--- config.mk ---
export PLATFORM = sky130hd
export DESIGN_NAME = bootram_ctrl_flat
export DESIGN_NICKNAME = d
export VERILOG_FILES = /design/src/rtl/bootram_ctrl_if.sv /design/src/rtl/bootram_ctrl.sv /design/src/flat_wrapper.sv
export SDC_FILE = /design/constraint.sdc
export NUM_CORES = 1
export LEC_CHECK = 0
export CAP_MARGIN = 10
export CORE_MARGIN = 4
export CORE_UTILIZATION = 38
export CTS_CLUSTER_SIZE = 24
export DETAILED_ROUTE_END_ITERATION = 12
export GPL_TIMING_DRIVEN = 0
export HOLD_SLACK_MARGIN = 0.06
export PLACE_DENSITY = 0.89
export SYNTH_ARGS = -nofsm -noshare
export SYNTH_HDL_FRONTEND = slang
export SYNTH_SLANG_ARGS = --single-unit
--- constraint.sdc ---
create_clock -name clk -period 4.4 [get_ports clk]
set_input_delay 0.88 -clock clk [delete_from_list [all_inputs] [get_ports clk]]
set_output_delay 0.88 -clock clk [all_outputs]
set_load 0.02 [all_outputs]
--- src/rtl/bootram_ctrl_if.sv ---
`default_nettype none
// ============================================================================
// Module      : bootram_ctrl_if
// Description : CPU memory bus and loader byte stream for bootram_ctrl.
// Revision    : 1.0 - initial release
// ============================================================================
interface bootram_ctrl_if;
    // CPU bus
    logic        mem_valid;
    logic [31:0] mem_addr;
    logic [31:0] mem_wdata;
    logic [3:0]  mem_wstrb;
    logic        mem_ready;
    logic [31:0] mem_rdata;
    // Loader stream
    logic        ld_start;
    logic        ld_valid;
    logic [7:0]  ld_data;
    logic        ld_last;
    logic        ld_ready;
    logic        ld_busy;
    logic        ld_done;

    modport master (
        output mem_valid, mem_addr, mem_wdata, mem_wstrb,
        output ld_start, ld_valid, ld_data, ld_last,
        input  mem_ready, mem_rdata, ld_ready, ld_busy, ld_done
    );

    modport slave (
        input  mem_valid, mem_addr, mem_wdata, mem_wstrb,
        input  ld_start, ld_valid, ld_data, ld_last,
        output mem_ready, mem_rdata, ld_ready, ld_busy, ld_done
    );
endinterface
`default_nettype wire

--- src/rtl/bootram_ctrl.sv ---
`default_nettype none
// ============================================================================
// Module      : bootram_ctrl
// Description : Boot RAM controller. Serves CPU word reads/writes on a
//               byte-lane RAM and accepts a byte-serial image load stream.
// Revision    : 1.0 - initial release
// ============================================================================
module bootram_ctrl (
    input  wire logic        clk,
    input  wire logic        reset,
    bootram_ctrl_if.slave    bus,
    output logic [3:0]       ram_ce,
    output logic [3:0]       ram_wre,
    output logic             ram_oce,
    output logic [10:0]      ram_ad,
    output logic [31:0]      ram_din,
    input  wire logic [31:0] ram_dout
);

    typedef enum logic [1:0] {
        S_IDLE    = 2'd0,
        S_RD_WAIT = 2'd1,
        S_RESP    = 2'd2,
        S_LOAD    = 2'd3
    } state_t;

    localparam logic [12:0] c_cnt_max = 13'd8191;

    state_t      r_state;
    logic [12:0] r_cnt;
    logic [31:0] r_rdata;
    logic        r_mem_ready;
    logic        r_ld_busy;

    logic        w_accept;
    logic        w_ld_write;
    logic        w_ld_exit;
    logic        w_unused;

    // A CPU request is taken only in IDLE and only when no load is starting.
    assign w_accept   = (r_state == S_IDLE) && !bus.ld_start && bus.mem_valid;
    assign w_ld_write = (r_state == S_LOAD) && bus.ld_valid;
    assign w_ld_exit  = w_ld_write && (bus.ld_last || (r_cnt == c_cnt_max));

    // Only word-address bits reach the RAM.
    assign w_unused = &{1'b0, bus.mem_addr[31:13], bus.mem_addr[1:0]};

    // Sequencer: request/response flow, loader counter and status flags.
    always_ff @(posedge clk or posedge reset) begin
        if (reset) begin
            r_state     <= S_IDLE;
            r_cnt       <= 13'd0;
            r_rdata     <= 32'd0;
            r_mem_ready <= 1'b0;
            r_ld_busy   <= 1'b0;
        end else begin
            r_mem_ready <= 1'b0;
            case (r_state)
                S_IDLE: begin
                    if (bus.ld_start) begin
                        r_state   <= S_LOAD;
                        r_cnt     <= 13'd0;
                        r_ld_busy <= 1'b1;
                    end else if (bus.mem_valid) begin
                        if (bus.mem_wstrb == 4'b0000) begin
                            r_state <= S_RD_WAIT;
                        end else begin
                            r_state     <= S_RESP;
                            r_mem_ready <= 1'b1;
                        end
                    end
                end
                S_RD_WAIT: begin
                    r_rdata     <= ram_dout;
                    r_state     <= S_RESP;
                    r_mem_ready <= 1'b1;
                end
                S_RESP: begin
                    r_state <= S_IDLE;
                end
                S_LOAD: begin
                    if (w_ld_exit) begin
                        r_state   <= S_IDLE;
                        r_cnt     <= 13'd0;
                        r_ld_busy <= 1'b0;
                    end else if (w_ld_write) begin
                        r_cnt <= r_cnt + 13'd1;
                    end
                end
                default: r_state <= S_IDLE;
            endcase
        end
    end

    // RAM port drive: CPU access on acceptance, single-lane byte write in LOAD.
    always_comb begin
        ram_ce  = 4'b0000;
        ram_wre = 4'b0000;
        ram_ad  = bus.mem_addr[12:2];
        ram_din = bus.mem_wdata;
        if (r_state == S_LOAD) begin
            ram_ad  = r_cnt[12:2];
            ram_din = {4{bus.ld_data}};
        end
        if (!reset) begin
            if (w_accept) begin
                ram_ce  = (bus.mem_wstrb == 4'b0000) ? 4'b1111 : bus.mem_wstrb;
                ram_wre = bus.mem_wstrb;
            end else if (w_ld_write) begin
                ram_ce  = 4'b0001 << r_cnt[1:0];
                ram_wre = 4'b0001 << r_cnt[1:0];
            end
        end
    end

    assign ram_oce       = 1'b1;
    assign bus.mem_ready = r_mem_ready;
    assign bus.mem_rdata = r_rdata;
    assign bus.ld_busy   = r_ld_busy;
    assign bus.ld_ready  = r_ld_busy;
    assign bus.ld_done   = w_ld_exit;

endmodule
`default_nettype wire
--- src/flat_wrapper.sv ---
// flat-port wrapper written by rule: the top's interface ports become plain ports
module bootram_ctrl_flat 
  (clk, reset, ram_ce, ram_wre, ram_oce, ram_ad, ram_din, ram_dout, bus_mem_valid, bus_mem_addr, bus_mem_wdata, bus_mem_wstrb, bus_ld_start, bus_ld_valid, bus_ld_data, bus_ld_last, bus_mem_ready, bus_mem_rdata, bus_ld_ready, bus_ld_busy, bus_ld_done);
  bootram_ctrl_if bus_i ();
  input  wire logic clk;
  input  wire logic reset;
  output logic [3:0] ram_ce;
  output logic [3:0] ram_wre;
  output logic ram_oce;
  output logic [10:0] ram_ad;
  output logic [31:0] ram_din;
  input  wire logic [31:0] ram_dout;
  input wire logic [$bits(bus_i.mem_valid)-1:0] bus_mem_valid;
  input wire logic [$bits(bus_i.mem_addr)-1:0] bus_mem_addr;
  input wire logic [$bits(bus_i.mem_wdata)-1:0] bus_mem_wdata;
  input wire logic [$bits(bus_i.mem_wstrb)-1:0] bus_mem_wstrb;
  input wire logic [$bits(bus_i.ld_start)-1:0] bus_ld_start;
  input wire logic [$bits(bus_i.ld_valid)-1:0] bus_ld_valid;
  input wire logic [$bits(bus_i.ld_data)-1:0] bus_ld_data;
  input wire logic [$bits(bus_i.ld_last)-1:0] bus_ld_last;
  output wire logic [$bits(bus_i.mem_ready)-1:0] bus_mem_ready;
  output wire logic [$bits(bus_i.mem_rdata)-1:0] bus_mem_rdata;
  output wire logic [$bits(bus_i.ld_ready)-1:0] bus_ld_ready;
  output wire logic [$bits(bus_i.ld_busy)-1:0] bus_ld_busy;
  output wire logic [$bits(bus_i.ld_done)-1:0] bus_ld_done;
  assign bus_i.mem_valid = bus_mem_valid;
  assign bus_i.mem_addr = bus_mem_addr;
  assign bus_i.mem_wdata = bus_mem_wdata;
  assign bus_i.mem_wstrb = bus_mem_wstrb;
  assign bus_i.ld_start = bus_ld_start;
  assign bus_i.ld_valid = bus_ld_valid;
  assign bus_i.ld_data = bus_ld_data;
  assign bus_i.ld_last = bus_ld_last;
  assign bus_mem_ready = bus_i.mem_ready;
  assign bus_mem_rdata = bus_i.mem_rdata;
  assign bus_ld_ready = bus_i.ld_ready;
  assign bus_ld_busy = bus_i.ld_busy;
  assign bus_ld_done = bus_i.ld_done;
  bootram_ctrl u_core (.clk(clk), .reset(reset), .bus(bus_i), .ram_ce(ram_ce), .ram_wre(ram_wre), .ram_oce(ram_oce), .ram_ad(ram_ad), .ram_din(ram_din), .ram_dout(ram_dout));
endmodule
* After elaboration in Yosys (flattened, before gate mapping)
Cells that the tools add are included.
Word-level totals: flip-flop bits (word level) 49, output and inout port bits 88, logic and storage cells 51
Cells by class: $add $sub $neg 1, eq/ne operators 8, shift-type cells 1, muxes and demuxes 24, reductions and logical operators 12
Operators with widths (count):
- $mux 13 | 3
- $mux 32 | 1
- $pmux 13 s2 | 1
- $mux 4 | 6
- $add 13x1->13 const B | 1
- $eq 13x13->1 const B | 1
- $mux 11 | 1
- $mux 2 | 4
- $pmux 2 s4 | 1
- $reduce_and 3->1 | 2
- $mux 1 | 5
- $eq 2x2->1 const B | 2
- $logic_and 1x1->1 | 4
- $logic_not 4->1 | 1
- $ne 2x2->1 const B | 2
- $pmux 1 s2 | 2
- $shl 1x2->4 const A | 1
- $ne 3x2->1 const B | 1
- $ne 3x3->1 const B | 1
- $eq 2x1->1 const B | 1
- $logic_not 2->1 | 1
- $reduce_and 2->1 | 1
- $reduce_bool 2->1 | 1
- $logic_not 1->1 | 1
- $logic_or 1x1->1 | 1

* Logic depth before layout (Yosys ltp)
depth after elaboration 5, depth in mapped cells 7, depth with buffers taken out 6

* Worst setup path after synthesis
OpenSTA, ideal clock, no wires.
kind input port to output port, start point input port bus_mem_wstrb[2], end point output port ram_ce[0], arrival 2.126 ns, data required time 3.520 ns, slack 1.394 ns, stages on the path 4, buffers on the path 0, path through or4_1 nand2_1 nor2_1 nor3_1
On the way: longest elaborated chain between the ends 4
RTL lines:
- start: declaration | RTL line flat_wrapper.sv:16 | input wire logic [$bits(bus_i.mem_wstrb)-1:0] bus_mem_wstrb;
- $logic_not 4->1 | RTL line bootram_ctrl.sv:107 | ram_ce = (bus.mem_wstrb == 4'b0000) ? 4'b1111 : bus.mem_wstrb;
- $mux 4 | RTL line bootram_ctrl.sv:107
- $mux 4 | RTL line bootram_ctrl.sv:106 | if (w_accept) begin
- $mux 4 | RTL line bootram_ctrl.sv:105 | if (!reset) begin
- end: declaration | RTL line flat_wrapper.sv:7 | output logic [3:0] ram_ce;
No other way between the ends.

* Worst setup path in the final report
start point input port bus_mem_wstrb[2], end point output port ram_ce[2]
On the way: longest elaborated chain between the ends 4
RTL lines (RTL line):
- $logic_not 4->1 | bootram_ctrl.sv:107
- $mux 4 * | bootram_ctrl.sv:107
- $mux 4 * | bootram_ctrl.sv:106
- $mux 4 * | bootram_ctrl.sv:105
Every way passes the cells marked *; elsewhere a longest branch is shown, timed or not.

==> impl_table.tex <==
\begin{tabular}{lr}
\hline
Metric & Value \\
\hline
\multicolumn{2}{l}{\textbf{Outcome}} \\
Outcome & completed \\
\multicolumn{2}{l}{\textbf{Die}} \\
Number of core rows & 31 \\
Starting density of the core & 39.5\% \\
Total Die Area & 9130 sq um \\
Number of placed I/O pins & 202 \\
Die H & 95.6 um \\
Chip Width & 95.6 um \\
Area inside the core boundary & 7370 sq um \\
\multicolumn{2}{l}{\textbf{Drt}} \\
Residual DRC & 0 \\
Number of search-and-repair iterations in the first detailed-routing pass & 4 \\
Via count & 3,033 \\
Wirelength per Cell & 16.6 um \\
Initial DRC count & 119 \\
Detail Route Antenna Nets & 0 \\
Ratio of routed vias to standard cells & 5.11 \\
Final wirelength & 9870 um \\
\multicolumn{2}{l}{\textbf{Clock network}} \\
Clock sink count & 49 \\
H-tree depth & 2 \\
Post-CTS Resized & 0 \\
Worst skew pair latency & 300 ps \\
Buffer cell driving the clock tree root & clkbuf\_8 \\
Buffers inserted during post-CTS setup optimization & 0 \\
Number of buffers on the longest clock path & 2 \\
Clock edge transition at the registers on the reported setup and hold paths & 90 ps \\
Total clock buffers created by CTS & 5 \\
CTS tree & done \\
Quantity of hold-fixing buffers added after cts & 0 \\
\multicolumn{2}{l}{\textbf{GRT}} \\
GR Util met2 & 39.1\% \\
Global-route wire length before repair & 14,900 um \\
Largest net degree at the start of global routing & 34 \\
Number of global-route vias before repair & 3,103 \\
Total grt overflow & 0 \\
Most utilized layer in the global route result & met2 \\
GRT Resource Usage Total & 20.9\% \\
GR Util met1 & 22.6\% \\
Initial antenna violation count & 0 \\
Met3 Usage GRT & 5.29\% \\
\multicolumn{2}{l}{\textbf{Min path}} \\
Hold Crit Class & reg2reg \\
Worst hold start & u\_core.bus.mem\_rdata[26] \\
Depth of the worst hold-timing path & 1 \\
Worst Hold Endpoint & u\_core.bus.mem\_rdata[26] \\
\multicolumn{2}{l}{\textbf{Logic synthesis}} \\
Mapped Cells & 308 \\
Synth area leaders & dfrtp\_1 (42\%), mux2\_2 (17\%), o21ai\_0 (6.2\%) \\
Post-Synth Simple-Gate Area & 15.1\% \\
Adder-cell share of the synthesized area & 3.01\% \\
Cell taking the most area after synthesis & dfrtp\_1 \\
Register bit count reported by yosys & 49 \\
Xor/xnor cell area share of the yosys netlist & 0\% \\
Most frequent cell after synthesis & dfrtp\_1 \\
Dominant synthesized flop cell & dfrtp\_1 \\
Yosys warning total & 0 \\
Number of nets in the synthesized netlist & 429 \\
Most instantiated cells after synthesis & dfrtp\_1 (49), mux2\_2 (45), inv\_1 (39), o21ai\_0 (36), nand2\_1 (22) \\
Netlist area before placement & 2910 sq um \\
Fraction of post-synthesis cell area in the top cell type by area & 42.1\% \\
Number of flops mapped to enable cells by yosys & 0 \\
Compound-gate portion of the synthesized area & 14.0\% \\
Largest family of logic cells by synthesized area & multiplexers \\
Share of synthesized registers carrying an async set or reset & 100\% \\
Sequential element share of the synthesized area & 42.1\% \\
Proportion of synthesized area in mux cells & 18.1\% \\
Synth cell types & 41 \\
Syn\_area\_per\_cell & 9.46 sq um \\
\multicolumn{2}{l}{\textbf{Power}} \\
Clock share of power & 9.6\% \\
Sequential power share & 26.6\% \\
Leakage power figure & 2.05 nW \\
Total internal power & 1.59 mW \\
Fraction of power consumed by combinational cells & 63.7\% \\
Final Total Pwr & 2.71 mW \\
Net switching component of the power & 1.11 mW \\
Net switching share of the total power & 41.1\% \\
Maximum resistive drop on vdd & 0.000406 V \\
Total power divided by cell area & 550 nW/um\^{}2 \\
\multicolumn{2}{l}{\textbf{Placement}} \\
Pre-CTS setup slack & 515 ps \\
Routability-driven placement congestion ratio & 0.905 \\
Post-DP Area & 4840 sq um \\
Port bufs & 178 \\
Half-perimeter wire length after detailed placement & 7950 um \\
Cell Count Post-Placement & 586 \\
\multicolumn{2}{l}{\textbf{STA}} \\
Final setup slack of the worst path & 472 ps \\
Final cycle utilization of the critical path & 89.3\% \\
Worst hold slack & 511 ps \\
Final Skew & 14.8 ps \\
Transition at the pin with the smallest max-transition slack & 668 ps \\
Highest Clock Rate & 0.255 GHz \\
Unrepaired setup endpoints after global routing & false \\
Post-route setup TNS & 0 ps \\
Number of max-slew violations in the final report & 0 \\
Number of hold violations in the final report & 0 \\
Worst max-slew margin expressed relative to the limit & 55.1\% \\
Time the worst path needs with I/O delays and setup & 3930 ps \\
Final number of setup-violating endpoints & 0 \\
\multicolumn{2}{l}{\textbf{Critical path}} \\
Crit end category & output pin \\
Worst flop-to-flop path endpoint & u\_core.r\_cnt[0] \\
R2R Path Start & u\_core.r\_state[0] \\
Maximum fanout count along the critical path & 5 \\
Depth of the worst register-to-register path & 7 \\
Critical path start-end classification & in2out \\
Startpoint Class & input pin \\
WP data required & 3520 ps \\
FF-to-FF setup slack & 2120 ps \\
Worst endpoint data arrival time & 3050 ps \\
\multicolumn{2}{l}{\textbf{Final layout}} \\
End-of-flow core utilization & 66.8\% \\
Non-Filler Instances & 593 \\
Layout cell share with drive strength beyond 1 & 13.2\% \\
Final standard cell area without fillers & 4920 sq um \\
Fillcell total & 588 \\
Antenna diodes & 0 \\
Area Overhead vs Synth & 68.9\% \\
Net count reported at finish & 615 \\
\multicolumn{2}{l}{\textbf{Job}} \\
Maximum capacitance violations & 0 \\
\hline
\end{tabular}
worst max path at each step:
stage                          start         to  cells after the start
finish              bus_mem_wstrb[2]  ram_ce[2]                      6
CTS                 bus_mem_wstrb[1]  ram_ce[2]                      6
floorplan           bus_mem_wstrb[2]  ram_ce[0]                      4
global placement    bus_mem_wstrb[2]  ram_ce[2]                      6
global route        bus_mem_wstrb[2]  ram_ce[2]                      6
detailed placement  bus_mem_wstrb[1]  ram_ce[1]                      6
layout make-up:
type / instances / area (sq um) / area share, %
Sequential cell: 49 / 1230 / 24.9
Multi-Input combinational cell: 202 / 1470 / 29.8
Inverter: 39 / 146 / 2.97
Timing Repair Buffer: 179 / 1800 / 36.6
Clock buffer: 5 / 68.8 / 1.40
Clock inverter: 2 / 13.8 / 0.280
Buffer: 18 / 75.1 / 1.53
Tap cell: 99 / 124 / 2.52
cells in the final DEF, fill, tap and decap left out, types with 2 or more instances in the layout:
master           count
clkdlybuf4s50_1    178
dfrtp_1             49
mux2_2              45
inv_1               38
o21ai_0             36
nand2_1             22
clkbuf_1            15
nor3_1              14
a21oi_1             11
nor2_1              10
nand3_1              8
a22o_1               8
ha_1                 7
o31ai_1              5
nor4_1               5
clkbuf_8             5
nand4_1              3
nor2b_1              3
a31o_1               2
mux2i_1              2
buf_4                2
worst max-delay path, stage by stage:
cell and delay [ps]:
clkdlybuf4s50_1 450, or4_1 610, nand2_1 210, nor2_1 70, nor3_1 190, clkdlybuf4s50_1 640
sequential cells by signal, summed over array words and instances (netlist names):
name,flops
u_core.bus.ld_busy,1
u_core.bus.mem_rdata,32
u_core.bus.mem_ready,1
u_core.r_cnt,13
u_core.r_state,2
cell families after synthesis:
kind of cell / count (synthesis)
compound gates: 68
fa+ha+maj: 7
buf+inv: 57
flops: 49
mux: 47
other cells: 1
simple gates: 79
power groups by stage:
stage / Combinational [mW] / Clock (mW) / Sequential, mW
floorplan: 0.738 / 0 / 0.916
global placement: 1.70 / 0 / 0.719
detailed placement: 1.73 / 0 / 0.732
CTS: 1.74 / 0.265 / 0.724
global route: 1.84 / 0.281 / 0.746
finish: 1.73 / 0.260 / 0.721
metal layers:
layer	vias to the layer above	wire, um
met2	146	5090
li1	1439	-
met3	12	951
met1	1436	3640
met4	0	187
met5	-	0
(Power assumes the default switching activity.)
